===== src/rtl/sockit_pkg.sv =====
// Shared helpers for the sockit FIFOs: counter width and non-power-of-two pointer wrap.
package sockit_pkg;

  function automatic int unsigned sockit_clog2(input int unsigned n);
    int unsigned r;
    r = 0;
    for (int i = 0; i < 32; i++) begin
      if ((64'd1 << i) < 64'(n)) r = i + 1;
    end
    return r;
  endfunction

  // Pointers wrap from fd-1 back to 0 by compare, so any depth works.
  function automatic int unsigned inc_wrap(input int unsigned ptr, input int unsigned fd);
    return (ptr == fd - 1) ? 32'd0 : ptr + 32'd1;
  endfunction

endpackage


===== src/rtl/sockit_fifo_mem.sv =====
// FIFO storage: FD x DW register array, one write port, one asynchronous read port, no reset.
module sockit_fifo_mem
  import sockit_pkg::*;
#(
  parameter int FD = 4,
  parameter int DW = 8,
  localparam int PW = sockit_clog2(FD)
) (
  input  logic          clk,
  input  logic          we,
  input  logic [PW-1:0] wa,
  input  logic [DW-1:0] wd,
  input  logic [PW-1:0] ra,
  output logic [DW-1:0] rd
);

  logic [DW-1:0] mem_q [FD];

  always_ff @(posedge clk) begin
    if (we) mem_q[wa] <= wd;
  end

  assign rd = mem_q[ra];

endmodule


===== src/rtl/sockit_fifo.sv =====
// Single-clock sockit request/grant FIFO with level, almost-full/empty flags and flush.
// Optional zero-latency bypass when empty is enabled by defining SOCKIT_FIFO_BYPASS_EN.
module sockit_fifo
  import sockit_pkg::*;
#(
  parameter int FD = 4,
  parameter int DW = 8,
  parameter int AF = FD - 1,
  parameter int AE = 1,
  localparam int CW = sockit_clog2(FD + 1)
) (
  input  logic          clk,
  input  logic          rst,
  input  logic          ffi_clr,
  input  logic [DW-1:0] ffi_bus,
  input  logic          ffi_req,
  output logic          ffi_grt,
  output logic          ffi_afl,
  output logic [DW-1:0] ffo_bus,
  output logic          ffo_req,
  input  logic          ffo_grt,
  output logic          ffo_aem,
  output logic [CW-1:0] ffo_lvl
);

  localparam int PW = sockit_clog2(FD);
  localparam logic [CW-1:0] FD_L = CW'(FD);
  localparam logic [CW-1:0] AF_L = CW'(AF);
  localparam logic [CW-1:0] AE_L = CW'(AE);

  logic [PW-1:0] wp_q, wp_d;
  logic [PW-1:0] rp_q, rp_d;
  logic [CW-1:0] cnt_q, cnt_d;

  logic          full;
  logic          empty;
  logic          ffi_trn;
  logic          ffo_trn;
  logic          pass;
  logic          wr_en;
  logic          rd_en;
  logic [DW-1:0] mem_rd;

  assign full  = (cnt_q == FD_L);
  assign empty = (cnt_q == '0);

  assign ffi_grt = ~full & ~ffi_clr & ~rst;

`ifdef SOCKIT_FIFO_BYPASS_EN
  // While empty the write port is presented straight to the read side.
  assign ffo_req = (empty ? ffi_req : 1'b1) & ~ffi_clr & ~rst;
  assign ffo_bus = empty ? ffi_bus : mem_rd;
  assign pass    = empty & ffi_req & ffo_grt & ~ffi_clr & ~rst;
`else
  assign ffo_req = ~empty & ~ffi_clr & ~rst;
  assign ffo_bus = mem_rd;
  assign pass    = 1'b0;
`endif

  assign ffi_trn = ffi_req & ffi_grt;
  assign ffo_trn = ffo_req & ffo_grt;

  // A passed-through word is neither stored nor read from memory.
  assign wr_en = ffi_trn & ~pass;
  assign rd_en = ffo_trn & ~pass;

  assign ffi_afl = (cnt_q >= AF_L);
  assign ffo_aem = (cnt_q <= AE_L);
  assign ffo_lvl = cnt_q;

  always_comb begin
    wp_d  = wp_q;
    rp_d  = rp_q;
    cnt_d = cnt_q;
    if (ffi_clr) begin
      wp_d  = '0;
      rp_d  = '0;
      cnt_d = '0;
    end else begin
      if (wr_en) wp_d = PW'(inc_wrap(32'(wp_q), FD));
      if (rd_en) rp_d = PW'(inc_wrap(32'(rp_q), FD));
      case ({wr_en, rd_en})
        2'b10:   cnt_d = cnt_q + 1'b1;
        2'b01:   cnt_d = cnt_q - 1'b1;
        default: cnt_d = cnt_q;
      endcase
    end
  end

  always_ff @(posedge clk) begin
    if (rst) begin
      wp_q  <= '0;
      rp_q  <= '0;
      cnt_q <= '0;
    end else begin
      wp_q  <= wp_d;
      rp_q  <= rp_d;
      cnt_q <= cnt_d;
    end
  end

  sockit_fifo_mem #(
    .FD (FD),
    .DW (DW)
  ) u_mem (
    .clk (clk),
    .we  (wr_en),
    .wa  (wp_q),
    .wd  (ffi_bus),
    .ra  (rp_q),
    .rd  (mem_rd)
  );

endmodule


===== config.mk =====
export PLATFORM = sky130hd
export DESIGN_NAME = sockit_fifo
export DESIGN_NICKNAME = d
export VERILOG_FILES = /design/src/rtl/sockit_pkg.sv /design/src/rtl/sockit_fifo_mem.sv /design/src/rtl/sockit_fifo.sv
export SDC_FILE = /design/constraint.sdc
export NUM_CORES = 1
export LEC_CHECK = 0
export ABC_AREA = 1
export ABC_CLOCK_PERIOD_IN_PS = 2000
export BUFFER_PORTS_ARGS = -buffer_cell sky130_fd_sc_hd__buf_2
export CAP_MARGIN = 20
export CORE_MARGIN = 1.5
export CORE_UTILIZATION = 58
export CTS_BUF_LIST = sky130_fd_sc_hd__clkbuf_4 sky130_fd_sc_hd__clkbuf_8
export CTS_CLUSTER_DIAMETER = 50
export DETAILED_ROUTE_END_ITERATION = 12
export GPL_ROUTABILITY_DRIVEN = 1
export PLACE_DENSITY_LB_ADDON = 0.12
export SLEW_MARGIN = 15
export SYNTH_ARGS = -nofsm -noshare
export SYNTH_HDL_FRONTEND = slang
export SYNTH_SLANG_ARGS = --single-unit

===== constraint.sdc =====
create_clock -name clk -period 2 [get_ports clk]
set_input_delay 0.4 -clock clk [delete_from_list [all_inputs] [get_ports clk]]
set_output_delay 0.4 -clock clk [all_outputs]
set_load 0.005 [all_outputs]

Word level (Yosys, flattened, before mapping) --
Memory sizes are Yosys's and may differ from the RTL's. A register that Yosys moved wholly into a read port is not among the register bits. Index checks and enable logic that the tools add are counted.
Word-level totals: register bits after elaboration 7, bits in writable memories 32, input bits 13, word-level logic and storage cells 35, memories kept 1
Operators by class: add/subtract/negate cells 4, order comparisons 2, equal/unequal tests 5, muxes and demuxes 7, bitwise operators 10, reduce and logical (&&, ||, !) cells 3
Memory list:
- u_mem.mem_q | depth 4, width 8, rd ports 1, clocked after Yosys merged registers in 1, wr ports 1, RTL line sockit_fifo_mem.sv:17 | logic [DW-1:0] mem_q [FD];
Operators by type and width (number):
- $mux W2 | 4
- $and A1 B1 Y1 | 6
- $eq A2 B2 Y1 const B | 3
- $pmux W3 S2 | 1
- $add A2 B1 Y2 const B | 2
- $not A1 Y1 | 4
- $add A3 B1 Y3 const B | 1
- $eq A3 B3 Y1 const B | 1
- $ge A3 B2 Y1 const B | 1
- $le A3 B1 Y1 const B | 1
- $logic_not A3 Y1 | 1
- $sub A3 B1 Y3 const B | 1
- $eq A2 B1 Y1 const B | 1
- $mux W1 | 2
- $reduce_bool A2 Y1 | 1
- $reduce_or A2 Y1 | 1

Longest topological paths before layout --
word-level depth 7, mapped depth 10, gate-level depth less buffers 10

Cells and area by module --
Synthesis repeated with hierarchy kept, for this count alone.
Second synthesis, totals: cell total of the unflattened synthesis 198, area, all modules 1878.1 um^2
By module, submodules not included:
- sockit_fifo_mem | instances 1, cells an instance 133, area an instance 1387.6 um^2, seq. area each 960.9 um^2
- sockit_fifo | instances 1, cells an instance 65, area an instance 490.5 um^2, seq. area each 140.1 um^2

Worst setup path before layout --
No wires, ideal clock.
path kind register to register, from reg cnt_q[0] (netlist: ffo_lvl[0]), to mem u_mem.mem_q[0][0] (enable), setup time 371 ps, data arrival time 1343 ps, data required time 1629 ps, slack 287 ps, cell stages (with the launch flop) 6, clock period less this slack 1713 ps, path through dfxtp_1 -> inv_1 -> ha_1 -> nand2_1 -> nand3_4 -> nor2_1
On the way: cells in the longest elaborated chain, start to end 7
RTL lines:
- start, declared | RTL line sockit_fifo.sv:33 | logic [CW-1:0] cnt_q, cnt_d;
- start signal, assigned | RTL line sockit_fifo.sv:98 | cnt_q <= cnt_d;
- $eq A3 B3 Y1 | RTL line sockit_fifo.sv:44 | assign full = (cnt_q == FD_L);
- $not A1 Y1 | RTL line sockit_fifo.sv:47 | assign ffi_grt = ~full & ~ffi_clr & ~rst;
- $and A1 B1 Y1 (2 in a row) | RTL line sockit_fifo.sv:47
- $and A1 B1 Y1 | RTL line sockit_fifo.sv:60 | assign ffi_trn = ffi_req & ffi_grt;
- $mux W1 | RTL line sockit_fifo_mem.sv:20 | if (we) mem_q[wa] <= wd;
- $mux W1 (implied by the code) | RTL line sockit_fifo_mem.sv:20
- end, declared | RTL line sockit_fifo_mem.sv:17
Every way passes these cells.

==> run_results.csv <==
group,metric,value,unit
global_route,antenna_found_initial,0,
cells_and_area,n_antenna_cell,0,
placement,placed_cells,243,
clock_network,htreeDepth,2,
critical_path,cp.required,1.60,ns
timing,finalHoldViolCount,0,
clock_network,clkLatencyLatePin,0.33,ns
power,power_density,666,nW/µm²
clock_network,cts_tree,"done",
critical_path,crit_arrival,1.46,ns
drt,routed_wl,2.96,mm
timing,finalSetupViolCount,0,
placement,dpl-instance-area,2060,µm²
critical_path,reg2reg_slack,0.30,ns
timing,skew,0.00596,ns
timing,tightest_slew,0.305,ns
synthesis,ys_ff_latch,41,
timing,final.setup.worst_slack,0.137,ns
cells_and_area,register_area,1140,µm²
placement,place_hpwl,2.14,mm
cells_and_area,drive_gt1_frac,0.246,
critical_path,worstPathMaxFanout,28,
floorplan,die_x,59.7,µm
timing,period_needed,1.86,ns
floorplan,core,3050,µm²
global_route,grt_pass1_vias,1139,
global_route,grt_pass1_wl,4.72,mm
synthesis,ys_seq_area_frac,0.612,
global_route,gr-usage-all-layers,0.185,
cells_and_area,instances_no_fill,251,
power,p_leak,0.921,nW
global_route,grt_max_degree,29,
synthesis,synth.net_count,196,
cells_and_area,nFillCells,240,
synthesis,yosys_warnings,0,
timing,rsz0062_at_grt,"no",
critical_path,reg2reg_to,"ffo_lvl[2]",
critical_path,cp-end-kind,"output pin",
placement,dp_slack,0.245,ns
drt,drt-initial-drc-count,29,
clock_network,clkSinkCount,41,
flow_run,cap_violations,0,
timing,tns,0,ns
global_route,grt_remaining_overflow,0,
drt,post-route-drc-count,0,
placement,gp_congestion,0.749,
critical_path,cp-start-kind,"flop",
outcome,status,"completed",
cells_and_area,finalNetCount,230,
min_path,hold_path.class,"primary input to flop",
drt,via_per_inst,4.96,
cells_and_area,area_growth,13.6,%
synthesis,synth_area,1860,µm²
timing,fmax,537,MHz
clock_network,cts.clk_slew.worst_paths,0.11,ns
floorplan,die_y,59.7,µm
clock_network,cts_made_buffers,5,
floorplan,die_area,3560,µm²
cells_and_area,final_area,2120,µm²
clock_network,cts_root_buf,"clkbuf_4",
drt,via_count,1245,
drt,ant_nets,0,
timing,maxSlewHeadroom,0.797,
floorplan,io_pins,28,
floorplan,initial_core_util,0.610,
synthesis,synth_cells,172,
critical_path,r2r_cells,8,
floorplan,rows,20,
cells_and_area,multi_input_area,571,µm²
synthesis,post_synth.cell_area_avg,10.8,µm²
drt,firstDrtPassIters,5,
critical_path,path_class,"flop to output pin",
timing,period_share,0.931,
clock_network,ctsLongestPathBuffers,2,
synthesis,synthDistinctLibCells,19,
timing,slew_viol_final,0,
power,ir_worst_vdd,0.306,mV
critical_path,crit_end,"ffo_bus[2]",
placement,portBuffers,27,
drt,wl_per_cell,11.8,µm
clock_network,post_cts.repair.setup_buffers,0,
critical_path,timing.rr.start,"ffo_lvl[0]",
[registers in the layout, summed over array words and instances, names as in the netlist, named ones only]
signal / cells
ffo_lvl: 3
rp_q: 2
u_mem.mem_q: 32
wp_q: 2
[cells in the final DEF (no fill, tap or decap)]
cell type / n
clkinv_2: 2
xnor2_1: 1
a21oi_1: 13
o21ai_0: 11
nor2_1: 10
nand3_1: 5
clkbuf_4: 6
o21ai_1: 1
nand2_1: 29
dfxtp_1: 7
dfxtp_2: 2
edfxtp_1: 32
buf_2: 27
ha_1: 11
buf_4: 5
inv_2: 4
nor2_8: 1
or2_2: 1
nand2_2: 1
o211ai_1: 8
inv_1: 28
nand3_4: 2
[power by group]
group	leakage (nW)	total [mW]	switching, mW	internal [mW]
registers	0.363	0.934	0.00628	0.928
clock network	0.0354	0.385	0.237	0.148
logic	0.522	0.0920	0.0547	0.0373
total	0.921	1.41	0.298	1.11
[synth_stat cells (all sizes together)]
| master | number | area, µm² |
|---|---|---|
| nand3 | 7 | 60.1 |
| a21oi | 13 | 65.1 |
| buf | 5 | 31.3 |
| nand2 | 30 | 115 |
| ha | 11 | 138 |
| edfxtp | 32 | 961 |
| nor2 | 11 | 57.6 |
| dfxtp | 9 | 180 |
| inv | 32 | 120 |
| xnor2 | 1 | 8.76 |
| or2 | 1 | 6.26 |
| o21ai | 12 | 60.1 |
| o211ai | 8 | 60.1 |
[stage by stage]
step	power (mW)	hold slack, ns	utilization
2_1_floorplan	1.00	0.460	-
3_5_place_dp	1.05	0.493	0.675
4_1_cts	1.43	0.261	0.693
3_3_place_gp	1.04	0.475	0.675
6_report	1.41	0.275	0.693
5_1_grt	1.48	0.249	0.693
[worst max-delay path: stages, from the launching register on]
cell	delay (ns)
dfxtp_1	0.40
buf_4	0.28
a21oi_1	0.12
o21ai_0	0.11
nand2_1	0.08
buf_2	0.13
[metal layers]
metal	GRT usage	part of all wire	vias to the layer above	wire (µm)
met3	0.0628	0.046	4	136
met1	0.186	0.40	576	1170
met5	0	0	-	0
met4	0.0571	0.0088	0	26
met2	0.351	0.55	28	1620
li1	-	-	637	-
[layout make-up]
type                       count  share of cell area
clock buffer                   6              0.0213
timing repair buffer          32              0.0816
tap                           44              0.0260
multi-input combinational     94               0.270
clock inverter                 2             0.00473
inverter                      32              0.0567
sequential                    41               0.540
[worst min-delay path by stage]
| stage | depth (start not counted) | slack, ns | startpoint | to |
|---|---|---|---|---|
| 5_1_grt | 1 | 0.25 | ffi_bus[2] | u_mem.mem_q[1][2] |
| 2_1_floorplan | 2 | 0.46 | rp_q[1] | flop |
| 6_report | 1 | 0.28 | ffi_bus[1] | u_mem.mem_q[3][1] |
| 4_1_cts | 1 | 0.26 | ffi_bus[1] | u_mem.mem_q[3][1] |
| 3_3_place_gp | 2 | 0.47 | rp_q[1] | rp_q[1] |
| 3_5_place_dp | 2 | 0.49 | rp_q[1] | rp_q[1] |
[repair_timing]
| item | CTS | global route |
|---|---|---|
| endpoints found under the setup margin | 0 | 2 |
| resized for setup | 0 | 2 |
| hold buffers | 0 | 0 |
[kinds of logic after synthesis]
group           share of synthesized area
simple gates                        0.128
buf+inv                            0.0813
xor+xnor                          0.00470
flops                               0.612
fa+ha+maj                          0.0739
compound gates                     0.0994
No activity file was read; power rests on OpenSTA's default activity.
